File: config.mk
export PLATFORM = sky130hd
export DESIGN_NAME = alu_operand_loader
export DESIGN_NICKNAME = d
export VERILOG_FILES = /design/src/rtl/alu_loader_pkg.sv /design/src/rtl/alu_operand_loader_btn_pulse.sv /design/src/rtl/alu_operand_loader.sv
export SDC_FILE = /design/constraint.sdc
export NUM_CORES = 1
export LEC_CHECK = 0
export ABC_CLOCK_PERIOD_IN_PS = 2600
export CAP_MARGIN = 10
export CORE_ASPECT_RATIO = 0.6
export CORE_UTILIZATION = 45
export DETAILED_ROUTE_END_ITERATION = 12
export PLACE_DENSITY = 0.72
export SYNTH_ARGS = -nofsm -noshare
export SYNTH_HDL_FRONTEND = slang
export SYNTH_HIERARCHICAL = 1
export SYNTH_SLANG_ARGS = --single-unit
File: constraint.sdc
create_clock -name clk -period 2.6 [get_ports clk]
set_input_delay 0.39 -clock clk [delete_from_list [all_inputs] [get_ports clk]]
set_output_delay 0.39 -clock clk [all_outputs]
set_load 0.02 [all_outputs]
File: src/rtl/alu_loader_pkg.sv
// rtl/alu_loader_pkg.sv - shared encodings for the ALU operand loader
//
// Purpose: loader FSM state encodings, ALU opcode constants and word geometry.
// Ports:   none (package).
package alu_loader_pkg;

    typedef enum logic [1:0] {
        LOAD_A  = 2'b00,
        LOAD_B  = 2'b01,
        WAIT_GO = 2'b10,
        ISSUE   = 2'b11
    } state_e;

    localparam logic [2:0] OP_AND = 3'b000;
    localparam logic [2:0] OP_OR  = 3'b001;
    localparam logic [2:0] OP_XOR = 3'b010;
    localparam logic [2:0] OP_ADD = 3'b011;
    localparam logic [2:0] OP_SUB = 3'b100;
    localparam logic [2:0] OP_SLT = 3'b101;
    localparam logic [2:0] OP_SRL = 3'b110;
    localparam logic [2:0] OP_SLL = 3'b111;

    localparam int BYTES_PER_WORD = 4;

endpackage

File: src/rtl/alu_operand_loader_btn_pulse.sv
// rtl/alu_operand_loader_btn_pulse.sv - button synchronizer, optional debounce, rising-edge pulse
//
// Purpose: turns a raw asynchronous button into a single-cycle pulse per press.
//          Optional debounce enabled by macro ALU_LOADER_DEBOUNCE_EN.
// Ports:
//   clk      in   system clock
//   rst_n    in   asynchronous active-low reset
//   btn_i    in   raw button pin
//   pulse_o  out  one-cycle pulse, high in the cycle before the 3rd clk edge
//                 after the pin rises (plus DBNC_CYCLES when debounced)
module btn_pulse #(
    parameter logic [15:0] DBNC_CYCLES = 16'd50000,
    parameter int          DBNC_W      = 16
) (
    input  logic clk,
    input  logic rst_n,
    input  logic btn_i,
    output logic pulse_o
);

    logic [1:0] sync_q;
    logic       prev_q;
    logic       level;

    always_ff @(posedge clk or negedge rst_n) begin
        if (!rst_n) begin
            sync_q <= 2'b00;
        end else begin
            sync_q <= {sync_q[0], btn_i};
        end
    end

`ifdef ALU_LOADER_DEBOUNCE_EN
    logic              db_q;
    logic              db_d;
    logic [DBNC_W-1:0] cnt_q;
    logic [DBNC_W-1:0] cnt_d;

    // The counter only runs while the synchronized pin disagrees with the
    // debounced level; any return to the old level restarts the stable-time.
    always_comb begin
        db_d  = db_q;
        cnt_d = '0;
        if (sync_q[1] != db_q) begin
            if (cnt_q == DBNC_W'(DBNC_CYCLES - 16'd1)) begin
                db_d = sync_q[1];
            end else begin
                cnt_d = cnt_q + DBNC_W'(1);
            end
        end
    end

    always_ff @(posedge clk or negedge rst_n) begin
        if (!rst_n) begin
            db_q  <= 1'b0;
            cnt_q <= '0;
        end else begin
            db_q  <= db_d;
            cnt_q <= cnt_d;
        end
    end

    assign level = db_q;
`else
    logic unused_dbnc;
    assign unused_dbnc = ^{DBNC_CYCLES, DBNC_W[0]};
    assign level       = sync_q[1];
`endif

    always_ff @(posedge clk or negedge rst_n) begin
        if (!rst_n) begin
            prev_q <= 1'b0;
        end else begin
            prev_q <= level;
        end
    end

    // Consumed only by registered logic in the top, so outputs stay registered.
    assign pulse_o = level & ~prev_q;

endmodule

File: src/rtl/alu_operand_loader.sv
// rtl/alu_operand_loader.sv - byte-wise operand/opcode loader with valid/ready issue to the ALU
//
// Purpose: assembles 32-bit operands A and B from switch bytes (LSB first),
//          captures an opcode and hands {A, B, op} to the ALU via valid/ready.
//          Optional button debounce enabled by macro ALU_LOADER_DEBOUNCE_EN.
// Ports:
//   clk, rst_n      clock, asynchronous active-low reset
//   byte_sw[7:0]    operand byte from switches
//   op_sw[2:0]      opcode from switches
//   load_btn        store one byte per press
//   go_btn          issue the operation
//   abort_btn       restart loading
//   op_ready        consumer accepts transfer
//   a_out, b_out    operand registers
//   alu_op_out      captured opcode
//   op_valid        transfer request
//   state_out       current state (LEDs)
//   byte_idx        next byte slot (LEDs)
module alu_operand_loader
    import alu_loader_pkg::*;
#(
    parameter logic [15:0] DBNC_CYCLES = 16'd50000,
    parameter int          DBNC_W      = 16
) (
    input  logic        clk,
    input  logic        rst_n,
    input  logic [7:0]  byte_sw,
    input  logic [2:0]  op_sw,
    input  logic        load_btn,
    input  logic        go_btn,
    input  logic        abort_btn,
    input  logic        op_ready,
    output logic [31:0] a_out,
    output logic [31:0] b_out,
    output logic [2:0]  alu_op_out,
    output logic        op_valid,
    output logic [1:0]  state_out,
    output logic [1:0]  byte_idx
);

    localparam logic [1:0] LAST_SLOT = 2'(BYTES_PER_WORD - 1);

    logic ld_p, go_p, ab_p;

    state_e      state_q, state_d;
    logic [1:0]  idx_q, idx_d;
    logic [31:0] a_q, a_d;
    logic [31:0] b_q, b_d;
    logic [2:0]  op_q, op_d;
    logic        valid_q, valid_d;

    btn_pulse #(.DBNC_CYCLES(DBNC_CYCLES), .DBNC_W(DBNC_W)) u_ld_pulse (
        .clk(clk), .rst_n(rst_n), .btn_i(load_btn), .pulse_o(ld_p)
    );
    btn_pulse #(.DBNC_CYCLES(DBNC_CYCLES), .DBNC_W(DBNC_W)) u_go_pulse (
        .clk(clk), .rst_n(rst_n), .btn_i(go_btn), .pulse_o(go_p)
    );
    btn_pulse #(.DBNC_CYCLES(DBNC_CYCLES), .DBNC_W(DBNC_W)) u_ab_pulse (
        .clk(clk), .rst_n(rst_n), .btn_i(abort_btn), .pulse_o(ab_p)
    );

    always_comb begin
        state_d = state_q;
        idx_d   = idx_q;
        a_d     = a_q;
        b_d     = b_q;
        op_d    = op_q;
        valid_d = valid_q;

        // Abort wins over everything, including a handshake completing this cycle.
        if (ab_p) begin
            state_d = LOAD_A;
            idx_d   = 2'd0;
            valid_d = 1'b0;
        end else begin
            case (state_q)
                LOAD_A: begin
                    if (ld_p) begin
                        a_d[8*idx_q +: 8] = byte_sw;
                        idx_d             = idx_q + 2'd1;
                        if (idx_q == LAST_SLOT) begin
                            state_d = LOAD_B;
                        end
                    end
                end
                LOAD_B: begin
                    if (ld_p) begin
                        b_d[8*idx_q +: 8] = byte_sw;
                        idx_d             = idx_q + 2'd1;
                        if (idx_q == LAST_SLOT) begin
                            state_d = WAIT_GO;
                        end
                    end
                end
                WAIT_GO: begin
                    if (go_p) begin
                        op_d    = op_sw;
                        valid_d = 1'b1;
                        state_d = ISSUE;
                    end
                end
                ISSUE: begin
                    if (valid_q && op_ready) begin
                        valid_d = 1'b0;
                        idx_d   = 2'd0;
                        state_d = LOAD_A;
                    end
                end
                default: begin
                    state_d = LOAD_A;
                end
            endcase
        end
    end

    always_ff @(posedge clk or negedge rst_n) begin
        if (!rst_n) begin
            state_q <= LOAD_A;
            idx_q   <= 2'd0;
            a_q     <= '0;
            b_q     <= '0;
            op_q    <= '0;
            valid_q <= 1'b0;
        end else begin
            state_q <= state_d;
            idx_q   <= idx_d;
            a_q     <= a_d;
            b_q     <= b_d;
            op_q    <= op_d;
            valid_q <= valid_d;
        end
    end

    assign a_out      = a_q;
    assign b_out      = b_q;
    assign alu_op_out = op_q;
    assign op_valid   = valid_q;
    assign state_out  = state_q;
    assign byte_idx   = idx_q;

endmodule

Yosys cells after proc, flatten, opt, wreduce, memory -nomap -nowiden
Index checks and enable logic that the tools add are counted.
{ "totals": {"latchBits": 0, "out_inout_bits": 72, "memories": 0, "ram_bits": 0, "elab_cells": 62, "reg_bits": 81, "input_bits": 17, "romBits": 0} }
{ "classes": {"reduce_logical": 11, "shift": 2, "bitwise_logic": 7, "n_eq_ne": 11, "magnitude_cmp": 0, "n_div": 0, "n_addsub": 2, "muxes": 17, "n_mul": 0} }
{ "ops": {"columns": ["op", "n"], "rows": [
  ["bitwise mux 32 bit", 2],
  ["negator 5 -> 34 bit", 1],
  ["variable shift 8 x 34 -> 32 bit (first input constant)", 1],
  ["variable part select 8 x 34 -> 32 bit", 1],
  ["2-to-1 mux 2 bit", 9],
  ["inequality test 3 bit (second input constant)", 6],
  ["AND reduction 3 bit", 5],
  ["one-hot mux 2 bit (4 select lines)", 1],
  ["equality test 2 bit (second input constant)", 3],
  ["AND reduction 6 bit", 1],
  ["nonzero test 3 bit", 2],
  ["NOT 1 bit", 4],
  ["one-hot mux 2 bit (2 select lines)", 1],
  ["AND 1 bit", 3],
  ["2-to-1 mux 1 bit", 3],
  ["inequality test 3 x 1 -> 1 bit (second input constant)", 1],
  ["adder 2 x 1 -> 2 bit (second input constant)", 1],
  ["equality test 2 x 1 -> 1 bit (second input constant)", 1],
  ["logical NOT 2 bit", 1],
  ["one-hot mux 1 bit (2 select lines)", 1],
  ["OR reduction 2 bit", 1],
  ["logical AND 1 bit", 1]
]} }

Longest topological paths before layout
Gate-level depths: netlist of the first run.
{ "logic_depth": {"ltp_word": 5, "depth_mapped": 7, "depth_no_buf": 6} }

By module
Netlist of the first run, hierarchy kept.
{ "by_module_without_submodules": {"columns": ["module", "n_inst", "cells_each", "area_each_um2", "seq_area_each_um2"], "rows": [
  ["alu_operand_loader", 1, 276, 3014.1, 1801.7],
  ["btn_pulse", 3, 4, 88.8, 75.1]
]} }

Least setup slack after synthesis of the first run
No wires, ideal clock.
{ "synth_timing": {"path_type": "reg2reg", "from": "register idx_q[0], in the netlist byte_idx[0]", "to": "register a_q[0], in the netlist a_out[0]", "period_less_slack_ns": 1.810, "path_stages_with_launch": 7, "setup_slack_ns": 0.790, "n_path_buf": 1, "t_arrival_ns": 1.689, "setup_ns": 0.121, "required_time_ns": 2.479, "path_cell_list": "dfrtp_1 inv_2 ha_1 nand4b_1 nor2b_2 buf_6 a22o_2"} }
{ "synth_between": {"elab_chain_len": 3, "word_cells_on_any_way": 4, "classes_between": "1 x add/sub; 2 x shift; 1 x mux"} }
{ "synth_lines": {"columns": ["item", "line", "source"], "rows": [
  ["from (decl)", "alu_operand_loader.sv:46", "logic [1:0] idx_q, idx_d;"],
  ["from (signal assigned)", "alu_operand_loader.sv:126", "idx_q <= idx_d;"],
  ["negator 5 -> 34 bit *", "alu_operand_loader.sv:79", "a_d[8*idx_q +: 8] = byte_sw;"],
  ["variable part select 8 x 34 -> 32 bit / variable shift 8 x 34 -> 32 bit (equally long branches)", "alu_operand_loader.sv:79", null],
  ["bitwise mux 32 bit *", "alu_operand_loader.sv:79", null],
  ["to (signal assigned)", "alu_operand_loader.sv:120", "a_q <= '0;"],
  ["to (signal assigned)", "alu_operand_loader.sv:127", "a_q <= a_d;"],
  ["to (decl)", "alu_operand_loader.sv:47", "logic [31:0] a_q, a_d;"]
]} }
Every way passes the cells marked *; elsewhere a longest branch is shown, timed or not.
A chain may end at the register's enable or synchronous reset.

Worst setup path after layout of the first run
{ "layout_timing": {"from": "register idx_q[0], in the netlist byte_idx[0]", "to": "register a_q[5], in the netlist a_out[5]"} }
Same word-level chain as after synthesis.

==> results of run 1 <==
-- routing by layer --
layer	track usage	part of all wire	vias to the layer above	wire length, um
li1	-	-	1160	-
met1	0.3137	0.49	1177	3860
met2	0.3261	0.41	92	3168
met3	0.07617	0.090	8	702
met4	0.07167	0.010	0	81
met5	0	0	-	0
-- power groups by stage --
stage | registers (uW) | clock network [uW] | logic (uW)
after floorplan | 2660 | 0 | 802
after global placement | 2110 | 0 | 2590
after detailed placement | 2110 | 0 | 2660
after CTS | 2110 | 1220 | 2660
after global routing | 2170 | 1290 | 2870
final | 2110 | 1210 | 2650
-- cells in the mapped netlist, types with 2 or more instances --
library cell,instances,area [um^2]
nand2_1,82,307.8
mux2i_1,2,20.02
a22o_2,8,80.08
buf_2,2,10.01
inv_1,7,26.28
and3b_2,2,20.02
mux2_2,4,45.04
dfrtp_1,81,2027
nor2b_4,3,41.29
nor3_1,2,10.01
ha_1,10,125.1
nor2_1,4,15.01
a22o_1,10,87.58
buf_6,6,67.56
o21ai_1,2,10.01
o21ai_0,46,230.2
-- flip-flops by register name, summed over array words and instances, names as in the netlist --
name	count
a_out	32
alu_op_out	3
b_out	32
byte_idx	2
op_valid	1
state_out	2
u_ab_pulse/prev_q	1
u_ab_pulse/sync_q	2
u_go_pulse/prev_q	1
u_go_pulse/sync_q	2
u_ld_pulse/prev_q	1
u_ld_pulse/sync_q	2
-- stage by stage --
step           hold slack [ns]  power, uW  setup slack [ns]  utilization  std cells
4_1_cts                 0.2563       5985            0.6150       0.6540        471
3_3_place_gp            0.3329       4705            0.7163       0.6118        455
5_1_grt                 0.2944       6324            0.4454       0.6540        471
2_1_floorplan          0.09441       3467            0.7904            -        288
6_report                0.2164       5965            0.5970       0.6540        471
3_5_place_dp            0.3347       4769            0.6307       0.6118        455
-- worst max path at each step --
stage                            to   startpoint  cells past startpoint  slack [ns]
after floorplan            a_out[0]  byte_idx[0]                      6        0.79
after global placement    b_out[31]  byte_idx[0]                      5        0.72
after CTS                 a_out[25]  byte_idx[0]                      5        0.62
after global routing      b_out[18]  byte_idx[0]                      5        0.45
after detailed placement  a_out[25]  byte_idx[0]                      5        0.63
final                      a_out[5]  byte_idx[0]                      5        0.60
-- worst reg2reg max path, stage by stage, from the launching register on --
cell,delay (ns)
dfrtp_1,0.51
inv_2,0.15
ha_1,0.39
nand4b_1,0.30
nor2b_2,0.38
a22o_2,0.21
-- kinds of logic (layout without fill, tap and decap cells) --
| kind of cell | count (synthesis) | after routing | synth area share |
|---|---|---|---|
| buffers and inverters | 16 | 112 | 0.03280 |
| and+or+nand+nor | 104 | 104 | 0.1541 |
| DFF | 81 | 81 | 0.6178 |
| adders and majority gates | 10 | 10 | 0.03814 |
| AOI/OAI and AO/OA | 71 | 71 | 0.1373 |
| muxes | 6 | 6 | 0.01983 |
-- final cells by class --
cell class              count  area [um^2]  area share
multi-input cells         191         1146      0.2559
flip-flops and latches     81         2027      0.4525
clock inverters             6        50.05     0.01117
clock buffers              10        239.0     0.05335
inverters                   8        30.03    0.006704
repair buffers             88        878.3      0.1961
well taps                  87        108.9     0.02430
==> results.md, run 1 <==
- Sw Share: 0.3801
- WL final: 7.812 mm
- Antenna diode count: 0
- Max H-tree Level: 3
- Main synth FF type: dfrtp_1
- CTS tree: built
- Pwr per Cell Area: 1332 nW/um^2
- Largest net degree at the start of global routing: 82
- TritonCTS Sinks: 81
- Maximum clock frequency: 499.2 MHz
- Worst path cell trace: inv_2 -> ha_1 -> nand4b_1 -> nor2b_2 -> a22o_2
- Synthesized netlist cell count: 288
- Measured slew at the worst slew-check pin: 0.9789 ns
- Status: finished, violations left
- Crit path launch type: register
- Setup TNS: 0 ns
- Post-synthesis net count: 315
- Internal Power: 3698 uW
- Hold Crit Class: in -> async
- Worst EP arrival: 2.27 ns
- Seq cells post-synth: 81
- First-pass GRT wire length: 12.40 mm
- Failing checks: DRC
- LEAKAGE: 0.001994 uW
- Buf/Inv on CP: 1
- Post-cts sizing count: 0
- Reg2Reg Setup Slack: 0.60 ns
- Setup-failing EPs final: 0
- Endpoints failing hold: 0
- Hpwl dp: 5.388 mm
- Avg Inst Size Synth: 11.39 um^2
- GRT Util Overall: 0.2227
- GRT overflow: 0
- Crit Path Class: reg -> reg
- Slowest stage cell on the critical path: dfrtp_1
- Routed wire per std cell: 16.59 um
- Commonest non-fill, non-tap cell in the layout: clkdlybuf4s50_1
- R2r startpoint: byte_idx[0]
- Initial antenna violation count: 0
- Clock Tree Buf Depth: 2
- Layout Nets: 406
- Root Buffer: clkbuf_16
- Critical Path Max Stage Delay: 0.51 ns
- Fin. max-slew vios: 0
- Crit path max-delay family: simple AND/OR/NAND/NOR gates
- Antenna-violating nets left: 0
- Critical Path Fanout Max: 8
- Initial core utilization: 0.4790
- Clock power share: 0.202
- Initial DRC count: 146
- Synth async-reset ratio: 1.000
- Switching pwr: 2268 uW
- Detailed Routing Iterations Pass 1: 9
- Row cnt: 23
- Core area: 6849 um^2
- Vias in the first global route: 2343
- Cells on worst reg2reg path: 5
- Mapped Area: 3281 um^2
- Layout cells sized above 1: 0.1094
- Worst Path Required: 2.87 ns
- Most frequent cells in the layout: clkdlybuf4s50_1, nand2_1, dfrtp_1, o21ai_0
- Worst rel slew slack: 0.3474
- Clk slew on worst S/H paths: 0.06 ns
- Total die area: 7647 um^2
- Area post-placement: 4190 um^2
- Area delta synth->final: 36.54%
- Filler cells: 571
- Max cap viols: 0
- Post-synthesis cell type count: 33
- Clk_lat worst skew: 0.33 ns
- Final instance area: 4479 um^2
- IO Pins: 89
- Post-synth EDFFs: 0
- Residual DRC: 9
- Flop pwr share: 0.354
- Vias: 2437
- RSZ-0062 raised after global routing: false
- Tmin final: 2.003 ns
- Die Y-Extent: 68.14 um
- Post-synthesis sequential area ratio: 0.6178
- Setup Skew: 0.007819 ns
- Critical path endpoint category: register
- R2r endpoint: a_out[5]
- Cts-stage hold buffer count: 0
- Peak VDD IR: 590.1 uV
- Inserted Clock Buffers: 9
- Vias per cell: 5.174
- Chip width: 112.2 um
- Tcrit/Tclk final: 0.7704
- Count of input and output buffers: 88
- Post-CTS Setup Repair Bufs: 0
- Logic pwr share: 0.444
- Synth warnings: 6
- GP Congestion: 0.7529
Note: power is estimated with default switching activity, not from simulation.
==> inputs of run 2 (changes only) <==
- ABC_CLOCK_PERIOD_IN_PS: 2600 -> 2000
- clock period: 2.6 -> 2 ns (I/O delays scaled with it)
==> run 2 against run 1 <==
  * The flow still finishes with violations (DRC)
  * Die area stayed put
  * Sequential cell count unchanged
  * Wire length is 1.2% higher
  * Combinational power increased by 32%
  * Global-route usage is 0.12 points higher
  * Largest power group unchanged
  * Cell area grew 0.47%
  * Via count rose by 0.66%
  * Maximum frequency rose by 11%
  * Critical endpoint is now byte_idx[0]
  * Non-clock buffer count increased by 4
  * Core utilization is 0.31 points higher
  * Clock power grew 21%
  * Critical path depth increased by 1
==> results.md, run 2 (same netlist as run 1, synthesis figures left out) <==
- Status: finished, violations left
- Failing checks: DRC
- Setup Skew: 0.005558 ns (-0.002261 ns)
- Pwr per Cell Area: 1713 nW/um^2 (+29%)
- Area post-placement: 4225 um^2 (+0.84%)
- Final instance area: 4501 um^2 (+0.47%)
- Antenna diode count: 0 (unchanged)
- Vias: 2453 (+0.66%)
- Initial DRC count: 162 (+11%)
- IO Pins: 89 (unchanged)
- CTS tree: built
- Max H-tree Level: 3 (unchanged)
- Core area: 6849 um^2 (unchanged)
- Worst path cell trace: inv_1 -> ha_1 -> nor2_1 -> o32ai_2 -> a21oi_1 -> mux2_2
- Clk slew on worst S/H paths: 0.06 ns (about the same)
- Setup-failing EPs final: 0 (unchanged)
- TritonCTS Sinks: 81 (unchanged)
- Row cnt: 23 (unchanged)
- Maximum clock frequency: 554.1 MHz (+11%)
- Largest net degree at the start of global routing: 63 (-23%)
- Sw Share: 0.3789 (-0.001278)
- Tmin final: 1.805 ns (-0.1983 ns)
- Switching pwr: 2921 uW (+29%)
- Count of input and output buffers: 88 (unchanged)
- Worst rel slew slack: 0.6626 (+0.3152)
- Vias per cell: 5.164 (-0.19%)
- Max cap viols: 0 (unchanged)
- Peak VDD IR: 806.6 uV (+37%)
- Cts-stage hold buffer count: 1 (+1)
- Initial antenna violation count: 0 (unchanged)
- GP Congestion: 0.7885 (+4.7%)
- Clk_lat worst skew: 0.33 ns (about the same)
- R2r startpoint: state_out[0]
- Layout cells sized above 1: 0.1108 (+0.001450)
- Critical path endpoint category: register
- GRT Util Overall: 0.2239 (+0.001158)
- Crit path launch type: register
- LEAKAGE: 0.002003 uW (+0.46%)
- Crit Path Class: reg -> reg
- Endpoints failing hold: 0 (unchanged)
- Post-route setup slack: 0.1952 ns (-0.4017 ns)
- Root Buffer: clkbuf_16
- Hold Crit Class: reg -> reg
- Commonest non-fill, non-tap cell in the layout: clkdlybuf4s50_1
- Tcrit/Tclk final: 0.9024 (+0.1320)
- Die Y-Extent: 68.14 um (unchanged)
- Detailed Routing Iterations Pass 1: 8 (-1)
- Flop pwr share: 0.353 (about the same)
- Inserted Clock Buffers: 9 (unchanged)
- Most frequent cells in the layout: clkdlybuf4s50_1, nand2_1, dfrtp_1, o21ai_0
- Antenna-violating nets left: 0 (unchanged)
- Routed wire per std cell: 16.65 um (+0.38%)
- Clock power share: 0.191 (-0.011)
- Vias in the first global route: 2397 (+2.3%)
- Cells on worst reg2reg path: 6 (+1)
- First-pass GRT wire length: 12.57 mm (+1.4%)
- Fin. max-slew vios: 0 (unchanged)
- RSZ-0062 raised after global routing: false
- Filler cells: 555 (-2.8%)
- Post-cts sizing count: 0 (unchanged)
- Internal Power: 4789 uW (+29%)
- Reg2Reg Setup Slack: 0.20 ns (-0.40 ns)
- Setup TNS: 0 ns (unchanged)
- WL final: 7.908 mm (+1.2%)
- Layout Nets: 410 (+0.99%)
- Clock Tree Buf Depth: 2 (unchanged)
- Critical Path Fanout Max: 5 (-3)
- Hpwl dp: 5.469 mm (+1.5%)
- Worst Path Required: 2.21 ns (-0.66 ns)
- Critical Path Max Stage Delay: 0.44 ns (-0.07 ns)
- GRT overflow: 0 (unchanged)
- Measured slew at the worst slew-check pin: 0.5040 ns (-0.4750 ns)
- Worst EP arrival: 2.02 ns (-0.25 ns)
- Setup WS pre-CTS: 0.2005 ns (-0.4302 ns)
- Area delta synth->final: 37.19%
- R2r endpoint: byte_idx[0]
- Critical Path Start: state_out[0]
- Post-CTS Setup Repair Bufs: 0 (unchanged)
- Chip width: 112.2 um (unchanged)
- Slowest stage cell on the critical path: dfrtp_1
- Residual DRC: 9 (unchanged)
- Initial core utilization: 0.4790 (unchanged)
- Setup crit end: byte_idx[0]
- Total die area: 7647 um^2 (unchanged)
- Logic pwr share: 0.456 (+0.012)
run 2: changes by cell type in the layout (fill, tap and decap cells not counted):
cell / delta
buf_12: +1
clkinv_4: -1
clkbuf_8: -1
clkinvlp_4: +1
clkinv_2: +2
buf_4: +2
dlygate4sd3_1: +1
clkbuf_1: +2
inv_6: -3
run 2: worst min-delay path by stage:
stage	from	end	slack, ns	depth (start not counted)
2_1_floorplan	rst_n	a_out[0]	0.004	0
3_3_place_gp	rst_n	alu_op_out[1]	0.19	1
3_5_place_dp	rst_n	alu_op_out[1]	0.19	1
4_1_cts	u_ld_pulse/sync_q[0]	u_ld_pulse/sync_q[1]	0.35	0
5_1_grt	u_ab_pulse/sync_q[0]	u_ab_pulse/sync_q[1]	0.36	0
6_report	u_ld_pulse/sync_q[0]	u_ld_pulse/sync_q[1]	0.35	0
run 2: area by class of cell:
type / count / area, um^2 / area share
inverters: 8 / 30.03 / 0.006672
clock buffers: 11 / 232.7 / 0.05171
well taps: 87 / 108.9 / 0.02419
repair buffers: 92 / 923.4 / 0.2052
clock inverters: 5 / 32.53 / 0.007228
multi-input cells: 191 / 1146 / 0.2547
flip-flops and latches: 81 / 2027 / 0.4504
run 2: power by group through the flow:
stage | sequential (uW) | clock [uW] | combinational, uW
after floorplan | 3460 | 0 | 1040
after global placement | 2720 | 0 | 3440
after detailed placement | 2730 | 0 | 3520
after CTS | 2720 | 1500 | 3540
after global routing | 2800 | 1580 | 3780
final | 2720 | 1470 | 3510
run 2: worst max-delay path, delay by kind of cell, from the launching register on:
kind                     cells  cell delay, ns
flip-flops                   1            0.44
AO/OA/AOI/OAI                2            0.37
multiplexers                 1            0.37
adder cells (fa/ha/maj)      1            0.22
AND/OR/NAND/NOR              1            0.18
buffers and inverters        1            0.11
run 2: routing by layer:
| layer | vias up | share of wire | GRT usage |
|---|---|---|---|
| li1 | 1165 | - | - |
| met1 | 1196 | 0.51 | 0.3208 |
| met2 | 86 | 0.41 | 0.3245 |
| met3 | 6 | 0.072 | 0.07086 |
| met4 | 0 | 0.0089 | 0.07333 |
| met5 | - | 0 | 0 |
run 2: per-stage QoR:
stage	cells	util	hold WS (ns)	power, uW
finish	475	0.6571	0.3458	7709
global route	475	0.6571	0.3601	8157
CTS	475	0.6571	0.3495	7763
detailed placement	458	0.6169	0.1943	6251
global placement	458	0.6169	0.1933	6161
floorplan	288	-	0.004409	4507
==> inputs of run 3 (changes only) <==
- CAP_MARGIN: 10 -> 20
- CORE_UTILIZATION: 45 -> 48
- PLACE_DENSITY: 0.72 -> 0.77
==> run 3 against run 2 <==
  * The flow finishes with violations (hold timing)
  * Final cell count decreased by 0.84%
  * Cell area rose by 0.92%
  * Total power increased by 3.4%
  * Sequential power about the same
  * Worst setup slack worse by 0.038 ns
  * Core utilization is 5.7 points higher
  * Clock skew about the same
  * Clock power grew 18%
  * Non-clock buffer count shrank 1
  * Via count is 0.12% higher
  * Global-route usage rose by 2.4 points
==> results.md, run 3 (same netlist as run 1, synthesis figures left out) <==
- Count of input and output buffers: 88 (unchanged)
- Maximum clock frequency: 542.6 MHz (-2.1%)
- First-pass GRT wire length: 12.84 mm (+2.1%)
- Critical Path Max Stage Delay: 0.40 ns (-0.04 ns)
- WL final: 7.807 mm (-1.3%)
- Worst rel slew slack: 0.6544 (-0.008196)
- Setup-failing EPs final: 0 (unchanged)
- Routed wire per std cell: 16.58 um (-0.44%)
- Final Hold Slack: -0.008813 ns (-0.3547 ns)
- Commonest non-fill, non-tap cell in the layout: clkdlybuf4s50_1
- Detailed Routing Iterations Pass 1: 4 (-4)
- R2r startpoint: byte_idx[1]
- Inserted Clock Buffers: 9 (unchanged)
- Global route hottest layer: met2
- Clk_lat worst skew: 0.33 ns (about the same)
- GR Layer Usage met3: 0.08473 (+0.01387)
- Cells after DPL: 455 (-0.66%)
- Multi-input gate area: 1146 um^2 (unchanged)
- Final cell count without fillers: 471 (-0.84%)
- Endpoints failing hold: 21 (+21)
- Setup TNS: 0 ns (unchanged)
- Clock Tree Buf Depth: 2 (unchanged)
- Clk slew on worst S/H paths: 0.06 ns (about the same)
- Critical Path Start: byte_idx[1]
- R2r endpoint: a_out[1]
- Met1 Usage GRT: 0.3379 (+0.01714)
- Die Y-Extent: 66.04 um (-3.1%)
- Cts-stage hold buffer count: 0 (-1)
- Critical path endpoint category: register
- Layout cells sized above 1: 0.1137 (+0.002870)
- Antenna diode count: 0 (unchanged)
- Area delta synth->final: 38.44%
- Cells on worst reg2reg path: 5 (-1)
- Pwr per Cell Area: 1755 nW/um^2 (+2.4%)
- Crit Path Class: reg -> reg
- Met2 Use GR: 0.3782 (+0.05363)
- TritonCTS Sinks: 81 (unchanged)
- Slowest stage cell on the critical path: dfrtp_1
- GP Congestion: 0.8127 (+3.1%)
- Filler cells: 480 (-14%)
- Initial antenna violation count: 0 (unchanged)
- Worst path cell trace: inv_1 -> ha_1 -> nand4b_1 -> nor2b_2 -> a22o_2
- Setup crit end: a_out[1]
- Chip width: 108.7 um (-3.1%)
- Critical Path Fanout Max: 8 (+3)
- Root Buffer: clkbuf_16
- Layout Nets: 409 (-0.24%)
- GRT Util Overall: 0.2474 (+0.02352)
- Hold Crit Class: in -> async
- Max cap viols: 0 (unchanged)
- Vias in the first global route: 2490 (+3.9%)
- Largest net degree at the start of global routing: 82 (+30%)
- Reg2Reg Setup Slack: 0.16 ns (-0.04 ns)
- Total die area: 7180 um^2 (-6.1%)
- Crit path launch type: register
- Post-CTS Setup Repair Bufs: 0 (unchanged)
- Worst Path Required: 2.27 ns (+0.06 ns)
- Failing checks: hold timing
- Tmin final: 1.843 ns (+0.03831 ns)
- Most frequent cells in the layout: clkdlybuf4s50_1, nand2_1, dfrtp_1, o21ai_0
- Residual DRC: 0 (-9)
- Status: finished, violations left
- Vias per cell: 5.214 (+0.97%)
- Vias: 2456 (+0.12%)
- Reg area: 2027 um^2 (unchanged)
- Initial core utilization: 0.5159 (+0.03695)
- Antenna-violating nets left: 0 (unchanged)
- Post-cts sizing count: 0 (unchanged)
- Peak VDD IR: 885.2 uV (+9.7%)
- IO Pins: 89 (unchanged)
- CTS tree: built
- Row cnt: 22 (-4.3%)
- Tcrit/Tclk final: 0.9215 (+0.01915)
- RSZ-0062 raised after global routing: false
- Core area: 6359 um^2 (-7.2%)
- LEAKAGE: 0.002022 uW (+0.98%)
- Setup Skew: 0.005701 ns (+0.0001431 ns)
- Max H-tree Level: 3 (unchanged)
- Measured slew at the worst slew-check pin: 0.5162 ns (+0.01224 ns)
- Fin. max-slew vios: 0 (unchanged)
- Hpwl dp: 5.454 mm (-0.27%)
- Initial DRC count: 149 (-8.0%)
- GRT overflow: 0 (unchanged)
- Worst EP arrival: 2.11 ns (+0.09 ns)
[run 3: cell count changes in the layout (fill, tap and decap cells not counted)]
cell	delta
inv_6	+1
bufinv_16	+2
dlygate4sd3_1	-1
clkinv_2	-2
clkbuf_1	-1
[run 3: power by group]
| group | total (uW) | switching [uW] | internal [uW] |
|---|---|---|---|
| logic | 3510 | 1850 | 1660 |
| registers | 2720 | 425 | 2290 |
| clock network | 1740 | 642 | 1100 |
| total | 7970 | 2920 | 5050 |
[run 3: layout make-up]
class,count,area share
Clock buffer,10,0.05041
Clock inverter,6,0.02011
Inverter,8,0.006612
Multi-Input combinational cell,191,0.2523
Sequential cell,81,0.4463
Tap cell,84,0.02314
Timing Repair Buffer,91,0.2011
[run 3: metal layers]
metal  vias up  share of wire
li1       1170              -
met1      1184           0.46
met2        96           0.44
met3         6          0.089
met4         0         0.0059
met5         -              0
[run 3: stage by stage]
| stage | utilization | setup slack [ns] | total power [uW] | area [um^2] | hold slack [ns] |
|---|---|---|---|---|---|
| final | 0.7143 | 0.1569 | 7969 | 4542 | -0.008813 |
| after detailed placement | 0.6639 | 0.1880 | 6246 | 4222 | 0.3364 |
| after global routing | 0.7143 | 0.02508 | 8461 | 4542 | 0.03131 |
| after global placement | 0.6639 | 0.3003 | 6144 | 4222 | 0.3326 |
| after CTS | 0.7143 | 0.1265 | 8031 | 4542 | 0.01146 |
| after floorplan | - | 0.1904 | 4507 | 3281 | 0.004409 |
[run 3: worst max-delay path, delay by kind of cell (launching register included)]
family,cells,cell delay [ns]
buffers and inverters,1,0.11
AO/OA/AOI/OAI,1,0.22
adder cells (fa/ha/maj),1,0.36
flip-flops,1,0.40
AND/OR/NAND/NOR,2,0.70
[run 3: worst min-delay path by stage]
stage	end	slack, ns
2_1_floorplan	a_out[0]	0.004
3_3_place_gp	u_ld_pulse/sync_q[1]	0.33
3_5_place_dp	u_ab_pulse/sync_q[1]	0.34
4_1_cts	a_out[12]	0.01
5_1_grt	b_out[28]	0.03
6_report	alu_op_out[1]	-0.009
